`config.mk`:
```
export PLATFORM = sky130hd
export DESIGN_NAME = drum_audio_out
export DESIGN_NICKNAME = d
export VERILOG_FILES = /design/src/rtl/drum_audio_out.sv
export SDC_FILE = /design/constraint.sdc
export NUM_CORES = 1
export LEC_CHECK = 0
export ABC_CLOCK_PERIOD_IN_PS = 8200
export BUFFER_PORTS_ARGS = -buffer_cell sky130_fd_sc_hd__buf_2
export CORE_UTILIZATION = 34
export CTS_CLUSTER_SIZE = 20
export DETAILED_ROUTE_END_ITERATION = 8
export HOLD_SLACK_MARGIN = 0.15
export PLACE_DENSITY = 0.58
export SLEW_MARGIN = 5
export SYNTH_ARGS = -nofsm -noshare
export SYNTH_HDL_FRONTEND = slang
export SYNTH_SLANG_ARGS = --single-unit
```
`constraint.sdc`:
```
create_clock -name clk_50 -period 8.2 [get_ports clk_50]
set_clock_uncertainty 0.05 [all_clocks]
set_input_delay 1.23 -clock clk_50 [delete_from_list [all_inputs] [get_ports clk_50]]
set_output_delay 1.23 -clock clk_50 [all_outputs]
set_load 0.05 [all_outputs]
```
`src/rtl/drum_audio_out.sv`:
```
// drum_audio_out
// Audio output stage behind the drum-node column simulator. Buffers one
// signed 1.17 sample per time step in a small FIFO. Each popped sample gets
// the fixed GAIN shift and is saturated to 18 bits. The result is sent to the
// codec as a left write followed by a right write, using a ready/write
// handshake.
//
// Ports
//   clk_50            system clock, rising edge
//   reset             synchronous, active-low
//   sample_in         signed 1.17 drum sample
//   sample_valid      one-cycle strobe qualifying sample_in
//   sample_ready      FIFO not full
//   audio_data        32-bit codec word, held for both channel writes
//   audio_left_write  left-channel write request
//   audio_right_write right-channel write request
//   audio_ready       codec can accept a write this edge
//   fifo_count        FIFO occupancy
//   overflow          sticky, a sample was dropped
//   samples_sent      completed L+R pairs (wraps)
module drum_audio_out #(
  parameter int DEPTH = 16,
  parameter int GAIN  = 6
) (
  input  logic                     clk_50,
  input  logic                     reset,
  input  logic [17:0]              sample_in,
  input  logic                     sample_valid,
  output logic                     sample_ready,
  output logic [31:0]              audio_data,
  output logic                     audio_left_write,
  output logic                     audio_right_write,
  input  logic                     audio_ready,
  output logic [$clog2(DEPTH):0]   fifo_count,
  output logic                     overflow,
  output logic [31:0]              samples_sent
);

  localparam int AW = $clog2(DEPTH);
  localparam int CW = AW + 1;
  localparam int XW = 18 + GAIN;

  localparam logic [1:0] ST_IDLE  = 2'd0;
  localparam logic [1:0] ST_LEFT  = 2'd1;
  localparam logic [1:0] ST_RIGHT = 2'd2;

  logic [17:0]          mem_q [DEPTH];
  logic [AW-1:0]        wr_ptr_q, wr_ptr_d, rd_ptr_q, rd_ptr_d;
  logic [CW-1:0]        count_q, count_d;
  logic [1:0]           state_q, state_d;
  logic [31:0]          data_q, data_d;
  logic [31:0]          sent_q, sent_d;
  logic                 ovf_q, ovf_d;
  logic                 push, pop;
  logic signed [XW-1:0] x_ext, x_sh;
  logic [GAIN:0]        x_top;
  logic [17:0]          sat;

  always_comb begin
    sample_ready = (count_q != CW'(DEPTH));
    push         = sample_valid & sample_ready;
    pop          = (state_q == ST_IDLE) && (count_q != '0);

    wr_ptr_d = push ? wr_ptr_q + AW'(1) : wr_ptr_q;
    rd_ptr_d = pop  ? rd_ptr_q + AW'(1) : rd_ptr_q;

    count_d = count_q;
    if (push && !pop)      count_d = count_q + CW'(1);
    else if (!push && pop) count_d = count_q - CW'(1);

    // A drop is judged against the pre-edge count, so a push into a full
    // FIFO is lost even when a pop happens on the same edge.
    ovf_d = ovf_q | (sample_valid & ~sample_ready);

    // Gain and saturation. The bits above bit 17 must all match the sign
    // bit, otherwise the value does not fit in 18 bits and is clamped.
    x_ext = XW'($signed(mem_q[rd_ptr_q]));
    x_sh  = x_ext <<< GAIN;
    x_top = x_sh[XW-1:17];
    if (x_top == '0 || x_top == '1) sat = x_sh[17:0];
    else if (x_sh[XW-1])            sat = 18'h20000;
    else                            sat = 18'h1FFFF;

    data_d  = pop ? {sat, 14'b0} : data_q;
    sent_d  = sent_q;
    state_d = state_q;
    case (state_q)
      ST_IDLE:  if (pop) state_d = ST_LEFT;
      ST_LEFT:  if (audio_ready) state_d = ST_RIGHT;
      ST_RIGHT: if (audio_ready) begin
        state_d = ST_IDLE;
        sent_d  = sent_q + 32'd1;
      end
      default:  state_d = ST_IDLE;
    endcase
  end

  always_ff @(posedge clk_50) begin
    if (!reset) begin
      wr_ptr_q <= '0;
      rd_ptr_q <= '0;
      count_q  <= '0;
      state_q  <= ST_IDLE;
      data_q   <= '0;
      sent_q   <= '0;
      ovf_q    <= 1'b0;
    end else begin
      wr_ptr_q <= wr_ptr_d;
      rd_ptr_q <= rd_ptr_d;
      count_q  <= count_d;
      state_q  <= state_d;
      data_q   <= data_d;
      sent_q   <= sent_d;
      ovf_q    <= ovf_d;
    end
  end

  // Storage needs no reset; occupancy and pointers define what is valid.
  always_ff @(posedge clk_50) begin
    if (push) mem_q[wr_ptr_q] <= sample_in;
  end

  assign audio_data        = data_q;
  assign audio_left_write  = (state_q == ST_LEFT);
  assign audio_right_write = (state_q == ST_RIGHT);
  assign fifo_count        = count_q;
  assign overflow          = ovf_q;
  assign samples_sent      = sent_q;

endmodule

```
# After elaboration in Yosys (flattened, before gate mapping)
# Memories as Yosys holds them, arrays and structs flattened. A register that Yosys moved wholly into a read port is not among the register bits.
# Cells that the tools add are included.
[op_classes] add_sub_neg=5 mul=0 div_mod_pow=0 order_cmp=0 n_eq_ne=7 shifts=0 n_mux=12 n_bitwise=4 reduce_logical=12
[ops] operator="two-way mux 18 bit" n=2
[ops] operator="adder 32 x 1 -> 32 bit (second input constant)" n=1
[ops] operator="two-way mux 5 bit" n=2
[ops] operator="adder 4 x 1 -> 4 bit (second input constant)" n=2
[ops] operator="two-way mux 4 bit" n=2
[ops] operator="== test 7 bit (second input constant)" n=1
[ops] operator="zero test 7 bit" n=1
[ops] operator="two-way mux 2 bit" n=3
[ops] operator="case mux 2 bit (3 select lines)" n=1
[ops] operator="adder 5 x 1 -> 5 bit (second input constant)" n=1
[ops] operator="inequality test 5 bit (second input constant)" n=1
[ops] operator="nonzero test 5 bit" n=1
[ops] operator="subtractor 5 x 1 -> 5 bit (second input constant)" n=1
[ops] operator="inequality test 2 x 1 -> 1 bit (second input constant)" n=2
[ops] operator="logical AND 1 bit" n=3
[ops] operator="AND reduction 3 bit" n=1
[ops] operator="bitwise AND 1 bit" n=2
[ops] operator="== test 2 x 1 -> 1 bit (second input constant)" n=1
[ops] operator="== test 2 bit (second input constant)" n=1
[ops] operator="zero test 1 bit" n=2
[ops] operator="zero test 2 bit" n=1
[ops] operator="two-way mux 1 bit" n=2
[ops] operator="inequality test 2 bit (second input constant)" n=1
[ops] operator="AND reduction 2 bit" n=1
[ops] operator="4 further kinds" n=4
[word_totals] register_bits=66 latch_bits=0 ram_bits=288 mem_bits_ro=0 inputBits=22 out_inout_bits=73 elab_cells=48 memories=1
[mem_list] memory="mem_q" words=16 width=18 rd=1 rd_clocked_by_memory_dff=1 wr=1 line_no="47" rtl="logic [17:0] mem_q [DEPTH];"

# Depth between registers and ports, before layout
# Gate-level depths: netlist of run 1.
[logic_depth] word_depth=6 mapped_depth=13 depth_no_buf=11

# Worst setup path after synthesis of run 1
# OpenSTA, ideal clock, no wires.
[synth_path] path_type="register -> register" start="reg count_q[0] (netlist: fifo_count[0])" end="mem mem_q[3][0] (enable)" setup_time_ns=0.416 t_arrival_ns=3.169 required_time_ns=7.734 slack_ns=4.565 path_stages_with_launch=7 n_path_buf=1 period_less_slack_ns=3.635 path_cell_list="dfxtp_1 > nor4_1 > nand2_1 > and2_1 > clkbuf_1 > nand2_1 > nor3_1"
[synth_between] elab_chain_cells=4
[synth_rtl] element="start, declared" line_no="49" rtl="logic [CW-1:0] count_q, count_d;"
[synth_rtl] element="start signal, assigned" line_no="110" rtl="count_q <= count_d;"
[synth_rtl] element="inequality test 5 bit" line_no="60" rtl="sample_ready = (count_q != CW'(DEPTH));"
[synth_rtl] element="via sample_ready" line_no="29" rtl="output logic sample_ready,"
[synth_rtl] element="bitwise AND 1 bit" line_no="61" rtl="push = sample_valid & sample_ready;"
[synth_rtl] element="via push" line_no="54" rtl="logic push, pop;"
[synth_rtl] element="two-way mux 1 bit" line_no="120" rtl="if (push) mem_q[wr_ptr_q] <= sample_in;"
[synth_rtl] element="two-way mux 1 bit (implied by the code)" line_no="120"
[synth_rtl] element="end, declared" line_no="47"
# The timed path passes the listed nets, and every way through them passes these cells.

==> results of run 1 <==
## metal layers
layer,GRT usage,up-vias,routed length (um)
met4,0.0384,0,515
met5,0,-,0
met2,0.227,204,14100
met1,0.213,3723,14200
met3,0.0383,46,1950
li1,-,3223,-
## state kept, by name, summed over array words and instances (netlist names), named ones only
signal and cells:
mem_q 288, samples_sent 32, audio_data 13, fifo_count 5, rd_ptr_q 4, wr_ptr_q 4, state_q 2, overflow 1
## cells in the final DEF (no fill, tap or decap), types with 3 or more instances in the layout
cell and count:
inv_1 5, nor3_2 14, clkbuf_16 39, a221oi_1 4
edfxtp_1 288, and3_1 8, nor4_1 3, mux4_2 79
o21ai_0 4, nor3_1 14, buf_2 80, a22oi_1 4
mux2i_1 11, clkbuf_1 13, nand4_1 11, ha_1 10
clkinv_1 5, conb_1 14, buf_4 13, nand3_1 22
a21boi_1 3, and2_1 39, xnor2_1 30, nor2_4 10
nand2_1 29, dfxtp_1 63, nor2_1 20, nor2b_1 13
a21oi_1 4, a21boi_0 3, xor2_1 10
## worst max-delay path: stages, from the launching register on
cell and delay, ps:
dfxtp_4 760, buf_4 820, mux4_2 600, nor2b_1 140
a211oi_1 230, a21oi_1 90, a21oi_2 640, nor3_2 110
nor3_1 220
## report_power, final
part           switching [uW]  internal, uW  total [uW]
Sequential                105          2030        2130
Clock                     689           956        1650
Combinational             674           474        1150
## logic make-up after synthesis
| family | Yosys count | synth area share |
|---|---|---|
| AO/OA/AOI/OAI | 35 | 0.0179 |
| flip-flops | 353 | 0.709 |
| XOR/XNOR | 40 | 0.0250 |
| buffers and inverters | 61 | 0.0258 |
| multiplexers | 90 | 0.135 |
| adder cells (fa/ha/maj) | 11 | 0.0103 |
| other | 1 | 0.000267 |
| AND/OR/NAND/NOR | 195 | 0.0767 |
## area by class of cell
| type | instances | area (um2) |
|---|---|---|
| well taps | 532 | 666 |
| diodes | 1 | 2.50 |
| flip-flops and latches | 353 | 9950 |
| fillers | 3650 | 24500 |
| clock inverters | 14 | 160 |
| repair buffers | 93 | 498 |
| multi-input cells | 385 | 3860 |
| inverters | 6 | 22.5 |
| clock buffers | 53 | 1040 |
## synthesized netlist by cell type, drive strengths merged, types with 2 or more instances
cell type	instances	area, um2
o21ba	2	20.0
dfxtp	65	1300
nand2	29	109
and3	8	50.1
xor2	10	87.6
a221oi	4	35.0
nor2	32	120
clkbuf	21	78.8
xnor2	30	263
a21boi	6	45.0
mux2i	11	110
o21a	2	15.0
nand3	22	110
nor2b	13	81.3
and2	39	244
buf	34	260
mux4	79	1780
inv	6	22.5
nand4b	2	17.5
nand2b	2	12.5
nor3	28	190
a22oi	4	30.0
o21ai	5	25.0
nand4	11	68.8
edfxtp	288	8650
or3	2	12.5
a22o	2	17.5
a21o	2	15.0
nor4	5	43.8
a21oi	5	28.8
ha	10	125
## path summary, 6_finish.rpt
check                              startpoint                          end  slack (ps)
setup / recovery                         flop  audio_data[24]$_SDFFE_PN0P_        4360
hold / removal    audio_data[31]$_SDFFE_PN0P_  audio_data[31]$_SDFFE_PN0P_         410
setup reg to reg                         flop  audio_data[24]$_SDFFE_PN0P_        4360
hold reg to reg   audio_data[31]$_SDFFE_PN0P_  audio_data[31]$_SDFFE_PN0P_         410
## metrics by stage
step	cell area, um2	instances	setup WS (ps)
3_3_place_gp	15000	1369	4300
2_1_floorplan	14100	799	4570
4_1_cts	16200	1436	4270
3_5_place_dp	15000	1369	4320
6_report	16200	1437	4360
5_1_grt	16200	1436	3980
==> key figures, run 1 <==
Finish
  – Synth-to-layout area growth: 15.5%
  – Share of layout cells above drive strength 1: 0.282
  – Layout Nets: 911
  – Final Util: 0.398

Clock tree
  – Clock root buffer: clkbuf_16
  – CTS resizes: 0
  – Post-CTS setup buffers: 0
  – Worst-skew pair later-pin latency: 560 ps
  – CTS tree: built
  – CTS Hold Bufs: 0
  – CTS max path bufs: 3
  – Clock-pin slew on the worst setup and hold paths: 60 ps
  – CTS sink count: 353
  – CTS Buf Count: 39
  – CTS H-tree depth: 2

STA
  – Worst-Margin Slew: 1090 ps
  – Post-layout min period: 3840 ps
  – RSZ-0062 raised after global routing: false
  – Slew Limit Fails: 0
  – Peak Freq: 0.261 GHz
  – Fin crit share: 0.468
  – Max-slew headroom: 0.268
  – Final setup viols: 0
  – Final setup TNS: 0 ps
  – Endpoints failing hold: 0
  – Final hold slack: 408 ps

Detailed routing
  – DR DRC count: 0
  – Drt total wl: 30700 um
  – WL per Instance: 21.4 um
  – Antenna viol nets, final: 0
  – Via Count: 7196
  – Via-to-Cell Ratio: 5.01
  – First DRT Iteration DRCs: 689
  – First-pass DRT Iterations: 5

Power
  – P per Cell Area: 304 mW/mm2
  – Final Power: 4920 uW
  – Lkg Pwr: 0.00538 uW
  – Peak VDD IR: 0.165 mV

Critical path
  – Crit Path Class: flop to flop
  – R2r worst-path depth: 8
  – Worst-path maximum fanout: 45
  – Worst Path Arrival: 4250 ps
  – Worst path required time: 8620 ps
  – CP endpoint kind: flop
  – Startpoint class of the critical path: flop

Global routing
  – Antenna violations before repair: 1
  – Grt ovf: 0
  – Total global-route track usage: 0.150
  – Largest net degree at the start of global routing: 57
  – First-pass GRT wire length: 45900 um
  – Vias in the first global route: 7112

Synthesis
  – Synth Warn #: 0
  – Sequential share of the synthesized area: 0.709
  – Number of enable flip-flop cells after synthesis: 288
  – Seq cells post-synth: 353
  – Async S/R FF share, synth: 0
  – Unique masters post-synth: 46
  – Post-Syn Area: 0.0140 mm2
  – Avg Cell Area, Syn: 17.8 um2
  – Primary FF master, synth: edfxtp_1
  – Syn Inst Count: 786

Floorplanning
  – Die Span Y: 205 um
  – Die area: 0.0421 mm2
  – IO Count: 95
  – CORE AREA: 0.0407 mm2
  – Initial Utilization: 0.344
  – Die W: 205 um
  – Row cnt: 74

Placed design
  – Final RePlAce weighted congestion: 0.760
  – DP HPWL: 17700 um
  – Number of port buffers: 80

Outcome
  – Status: complete, no violations

Hold path
  – WHS Path Cells: 2
  – Hold Path Class: flop to flop

Run
  – Max-cap viol count: 0
Note: power is estimated with default switching activity, not from simulation.
==> run 2: changes to the inputs <==
--- a/config.mk
+++ b/config.mk
@@ -5,13 +5,13 @@
 export SDC_FILE = /design/constraint.sdc
 export NUM_CORES = 1
 export LEC_CHECK = 0
-export ABC_CLOCK_PERIOD_IN_PS = 8200
+export ABC_CLOCK_PERIOD_IN_PS = 3100
 export BUFFER_PORTS_ARGS = -buffer_cell sky130_fd_sc_hd__buf_2
 export CORE_UTILIZATION = 34
 export CTS_CLUSTER_SIZE = 20
 export DETAILED_ROUTE_END_ITERATION = 8
 export HOLD_SLACK_MARGIN = 0.15
-export PLACE_DENSITY = 0.58
+export PLACE_DENSITY = 0.6
 export SLEW_MARGIN = 5
 export SYNTH_ARGS = -nofsm -noshare
 export SYNTH_HDL_FRONTEND = slang
==> constraint.sdc (replaced) <==
create_clock -name clk_50 -period 3.1 [get_ports clk_50]
set_clock_uncertainty 0.05 [all_clocks]
set_input_delay 0.465 -clock clk_50 [delete_from_list [all_inputs] [get_ports clk_50]]
set_output_delay 0.465 -clock clk_50 [all_outputs]
set_load 0.05 [all_outputs]
==> key figures, run 2 (same netlist as run 1, synthesis figures left out) <==
Critical path
  – CP Launch Point: fifo_count[0]$_SDFFE_PN0P_
  – Worst-path maximum fanout: 6
  – R2r worst-path depth: 11
  – Crit Path Class: flop to flop
  – Worst Path Arrival: 3280 ps
  – Buf+Inv Stages, Crit Path: 2
  – CP Depth: 11
  – Worst R2R End: fifo_count[4]$_SDFFE_PN0P_
  – Reg2reg start: fifo_count[0]$_SDFFE_PN0P_
  – Reg2Reg Setup Slack: 210 ps
  – Worst-path cell chain: or4_1 -> o21a_1 -> inv_4 -> ha_1 -> inv_1 -> fa_1 -> a21o_1 -> a21oi_1 -> xnor2_1 -> or3_1 -> a21boi_0
  – CP max stage cell: or4_1
  – CP endpoint kind: flop
  – Largest delay share family, worst path: simple AND/OR/NAND/NOR gates
  – Startpoint class of the critical path: flop
  – Max incr delay on CP: 490 ps
  – Crit path to: fifo_count[4]$_SDFFE_PN0P_
  – Worst path required time: 3500 ps

Floorplanning
  – Initial Utilization: 0.344
  – IO Count: 95
  – Die Span Y: 205 um
  – Row cnt: 74
  – Die area: 0.0421 mm2
  – CORE AREA: 0.0407 mm2
  – Die W: 205 um

Placed design
  – DP HPWL: 18300 um
  – Final RePlAce weighted congestion: 0.780
  – Placed Area: 0.0152 mm2
  – Number of port buffers: 80

Detailed routing
  – Via-to-Cell Ratio: 4.88
  – Antenna viol nets, final: 0
  – Via Count: 7137
  – Drt total wl: 29700 um
  – First DRT Iteration DRCs: 496
  – First-pass DRT Iterations: 4
  – DR DRC count: 0
  – WL per Instance: 20.3 um

Clock tree
  – CTS H-tree depth: 2
  – CTS Buf Count: 38
  – CTS Hold Bufs: 0
  – Clock-pin slew on the worst setup and hold paths: 60 ps
  – CTS max path bufs: 3
  – CTS tree: built
  – CTS resizes: 0
  – Clock root buffer: clkbuf_16
  – Post-CTS setup buffers: 0
  – Worst-skew pair later-pin latency: 550 ps
  – CTS sink count: 353

STA
  – Final setup viols: 0
  – RSZ-0062 raised after global routing: false
  – Endpoints failing hold: 0
  – Max-slew headroom: 0.411
  – Peak Freq: 0.346 GHz
  – Post-layout min period: 2890 ps
  – Final setup TNS: 0 ps
  – Fin crit share: 0.931
  – Worst-Margin Slew: 884 ps
  – Slew Limit Fails: 0

Finish
  – Largest register FFs: 288
  – FF/Latch Area: 0.00996 mm2
  – Layout Nets: 935
  – Most flops, register: mem_q
  – Synth-to-layout area growth: 17.0%
  – Fill cells: 3703
  – ANT cells: 0
  – Area of the multi-input gates: 0.00384 mm2
  – Most common cell after layout, fill and taps aside: edfxtp_1
  – Design area: 0.0164 mm2
  – Share of layout cells above drive strength 1: 0.312
  – Commonest non-fill, non-tap cells in the layout: edfxtp_1, buf_2, mux4_2

Outcome
  – Status: complete, no violations

Run
  – Max-cap viol count: 0

Hold path
  – Hold Path Class: input pin to flop

Global routing
  – Total global-route track usage: 0.144
  – Largest net degree at the start of global routing: 45
  – Grt ovf: 0
  – Vias in the first global route: 7281
  – Antenna violations before repair: 1
  – First-pass GRT wire length: 45100 um

Power
  – P per Cell Area: 790 mW/mm2
  – Peak VDD IR: 0.320 mV
  – Lkg Pwr: 0.00551 uW
  – Final Power: 13000 uW
run 2: report_power, final:
part	internal [uW]	leakage [uW]	switching [uW]	total, uW
clock	2400	0.000578	1830	4220
combinational	1340	0.00180	1840	3180
sequential	5360	0.00313	196	5560
run 2: final cells by class:
cell class	count	area share
Timing Repair Buffer	118	0.0456
Clock inverter	26	0.0107
Inverter	6	0.00152
Multi-Input combinational cell	385	0.234
Sequential cell	353	0.607
Clock buffer	44	0.0606
Tap cell	532	0.0405
run 2: worst register-to-register path, cell delays in order (launching register included):
cell and delay [ps]:
dfxtp_4 370, or4_1 500, o21a_1 220, inv_4 60
ha_1 160, inv_1 110, fa_1 420, a21o_1 180
a21oi_1 180, xnor2_1 90, or3_1 300, a21boi_0 160
run 2: metal layers:
metal / up-vias / wire length (um) / track usage
met1: 3633 / 13100 / 0.190
met4: 2 / 702 / 0.0444
met3: 52 / 1490 / 0.0280
met2: 173 / 14400 / 0.240
li1: 3277 / - / -
met5: - / 13 / 0
run 2: worst min-delay path by stage:
stage | start | to | slack (ps) | cells past startpoint
final | sample_valid | overflow$_SDFF_PN0_ | 180 | 3
after global routing | sample_valid | overflow$_SDFF_PN0_ | 170 | 3
after CTS | sample_valid | overflow$_SDFF_PN0_ | 150 | 3
after detailed placement | audio_data[31]$_SDFFE_PN0P_ | audio_data[31]$_SDFFE_PN0P_ | 400 | 2
after global placement | audio_data[31]$_SDFFE_PN0P_ | audio_data[31]$_SDFFE_PN0P_ | 390 | 2
after floorplan | rd_ptr_q[1]$_SDFFE_PN0P_ | flop | 410 | 2
run 2: through the flow:
| stage | hold WS (ps) | std cells | setup WS [ps] | utilization |
|---|---|---|---|---|
| 2_1_floorplan | 415 | 799 | 6.96 | - |
| 3_3_place_gp | 393 | 1394 | 269 | 0.374 |
| 3_5_place_dp | 400 | 1394 | 243 | 0.374 |
| 4_1_cts | 151 | 1464 | 213 | 0.403 |
| 5_1_grt | 171 | 1464 | 16.8 | 0.403 |
| 6_report | 182 | 1464 | 213 | 0.403 |
==> run 3: changes to the inputs <==
--- a/config.mk
+++ b/config.mk
@@ -11,8 +11,9 @@
 export CTS_CLUSTER_SIZE = 20
 export DETAILED_ROUTE_END_ITERATION = 8
 export HOLD_SLACK_MARGIN = 0.15
-export PLACE_DENSITY = 0.6
+export MAX_ROUTING_LAYER = met4
 export SLEW_MARGIN = 5
 export SYNTH_ARGS = -nofsm -noshare
 export SYNTH_HDL_FRONTEND = slang
 export SYNTH_SLANG_ARGS = --single-unit
+export TNS_END_PERCENT = 20
==> key figures, run 3 (same netlist as run 1, synthesis figures left out) <==
Critical path
  – Startpoint class of the critical path: flop
  – CP endpoint kind: flop
  – Worst Path Arrival: 3300 ps
  – Worst-path cell chain: or4_1 -> o21a_1 -> inv_2 -> ha_1 -> inv_1 -> fa_1 -> a21o_1 -> a21oi_1 -> xnor2_1 -> or3_1 -> a21boi_0
  – Worst-path maximum fanout: 5
  – Largest delay share family, worst path: simple AND/OR/NAND/NOR gates
  – CP max stage cell: or4_1
  – Max incr delay on CP: 530 ps
  – Crit Path Class: flop to flop
  – Worst path required time: 3510 ps
  – Buf+Inv Stages, Crit Path: 2

Clock tree
  – CTS max path bufs: 3
  – CTS H-tree depth: 2
  – CTS tree: built
  – Clock-pin slew on the worst setup and hold paths: 60 ps
  – Clock root buffer: clkbuf_16
  – CTS sink count: 353
  – CTS Hold Bufs: 0
  – Post-CTS setup buffers: 0
  – Worst-skew pair later-pin latency: 540 ps
  – CTS Buf Count: 38
  – CTS resizes: 0

Placed design
  – Number of port buffers: 80
  – Placed Cells: 1398
  – DP HPWL: 18400 um
  – Final RePlAce weighted congestion: 0.832
  – Pre-CTS setup slack: 237 ps
  – Placed Area: 0.0153 mm2

Global routing
  – Antenna violations before repair: 2
  – Largest net degree at the start of global routing: 37
  – Total global-route track usage: 0.149
  – Vias in the first global route: 7254
  – First-pass GRT wire length: 44600 um
  – Grt ovf: 0

Finish
  – Commonest non-fill, non-tap cells in the layout: edfxtp_1, buf_2, mux4_2
  – Finished Layout Cells: 1470
  – Final Util: 0.409
  – Layout Nets: 939
  – Design area: 0.0166 mm2
  – Most common cell after layout, fill and taps aside: edfxtp_1
  – Share of layout cells above drive strength 1: 0.312
  – Synth-to-layout area growth: 18.7%
  – Most flops, register: mem_q
  – Largest register FFs: 288

Detailed routing
  – DR DRC count: 0
  – WL per Instance: 20.3 um
  – Drt total wl: 29800 um
  – Antenna viol nets, final: 0
  – First-pass DRT Iterations: 5
  – First DRT Iteration DRCs: 602
  – Via-to-Cell Ratio: 4.96
  – Via Count: 7295

STA
  – Slew Limit Fails: 0
  – Worst-Margin Slew: 780 ps
  – Final setup viols: 0
  – Max-slew headroom: 0.479
  – Post-layout min period: 2890 ps
  – Peak Freq: 0.346 GHz
  – Endpoints failing hold: 0
  – Final hold slack: 189 ps
  – RSZ-0062 raised after global routing: false
  – Final setup margin: 213 ps
  – Fin crit share: 0.931

Power
  – P per Cell Area: 818 mW/mm2
  – Lkg Pwr: 0.00561 uW
  – Peak VDD IR: 0.453 mV

Floorplanning
  – Die area: 0.0421 mm2
  – Die W: 205 um
  – IO Count: 95
  – Initial Utilization: 0.344
  – CORE AREA: 0.0407 mm2
  – Row cnt: 74
  – Die Span Y: 205 um

Hold path
  – Hold Path Class: input pin to flop

Outcome
  – Status: complete, no violations

Run
  – Max-cap viol count: 0
run 3: cell type report:
cell class                      instances  area [um2]
Antenna cell                            2        5.00
Clock buffer                           48        1020
Clock inverter                         22         314
Fill cell                            3639       24100
Inverter                                6        22.5
Multi-Input combinational cell        385        3830
Sequential cell                       353        9950
Tap cell                              532         666
Timing Repair Buffer                  122         841
run 3: worst min-delay path: stages:
cell	delay (ps)
buf_2	90
a31oi_1	80
nor2b_1	100
run 3: per-layer routing:
metal  routed length, um  track usage  vias up
li1                    -            -     3289
met1               13200        0.193     3731
met2               14300        0.237      226
met3                1830       0.0293       49
met4                 539       0.0421        0
met5                   0            -        -
run 3: where the power goes:
group          switching (uW)  internal [uW]
Sequential                190           5350
Clock                    1860           2940
Combinational            1900           1380
run 3: through the flow:
stage | setup TNS, ps | total power, uW
after global placement | 0 | 8940
after global routing | 0 | 14200
final | 0 | 13600
after floorplan | -22280 | 8140
after CTS | 0 | 13800
after detailed placement | 0 | 8960
run 3: path summary, 6_finish.rpt:
check	slack, ps	startpoint	cells after the start	to
setup / recovery	210	fifo_count[3]$_SDFFE_PN0P_	11	fifo_count[4]$_SDFFE_PN0P_
hold / removal	190	sample_valid	3	overflow$_SDFF_PN0_
setup reg to reg	210	fifo_count[3]$_SDFFE_PN0P_	11	fifo_count[4]$_SDFFE_PN0P_
hold reg to reg	420	audio_data[31]$_SDFFE_PN0P_	2	audio_data[31]$_SDFFE_PN0P_
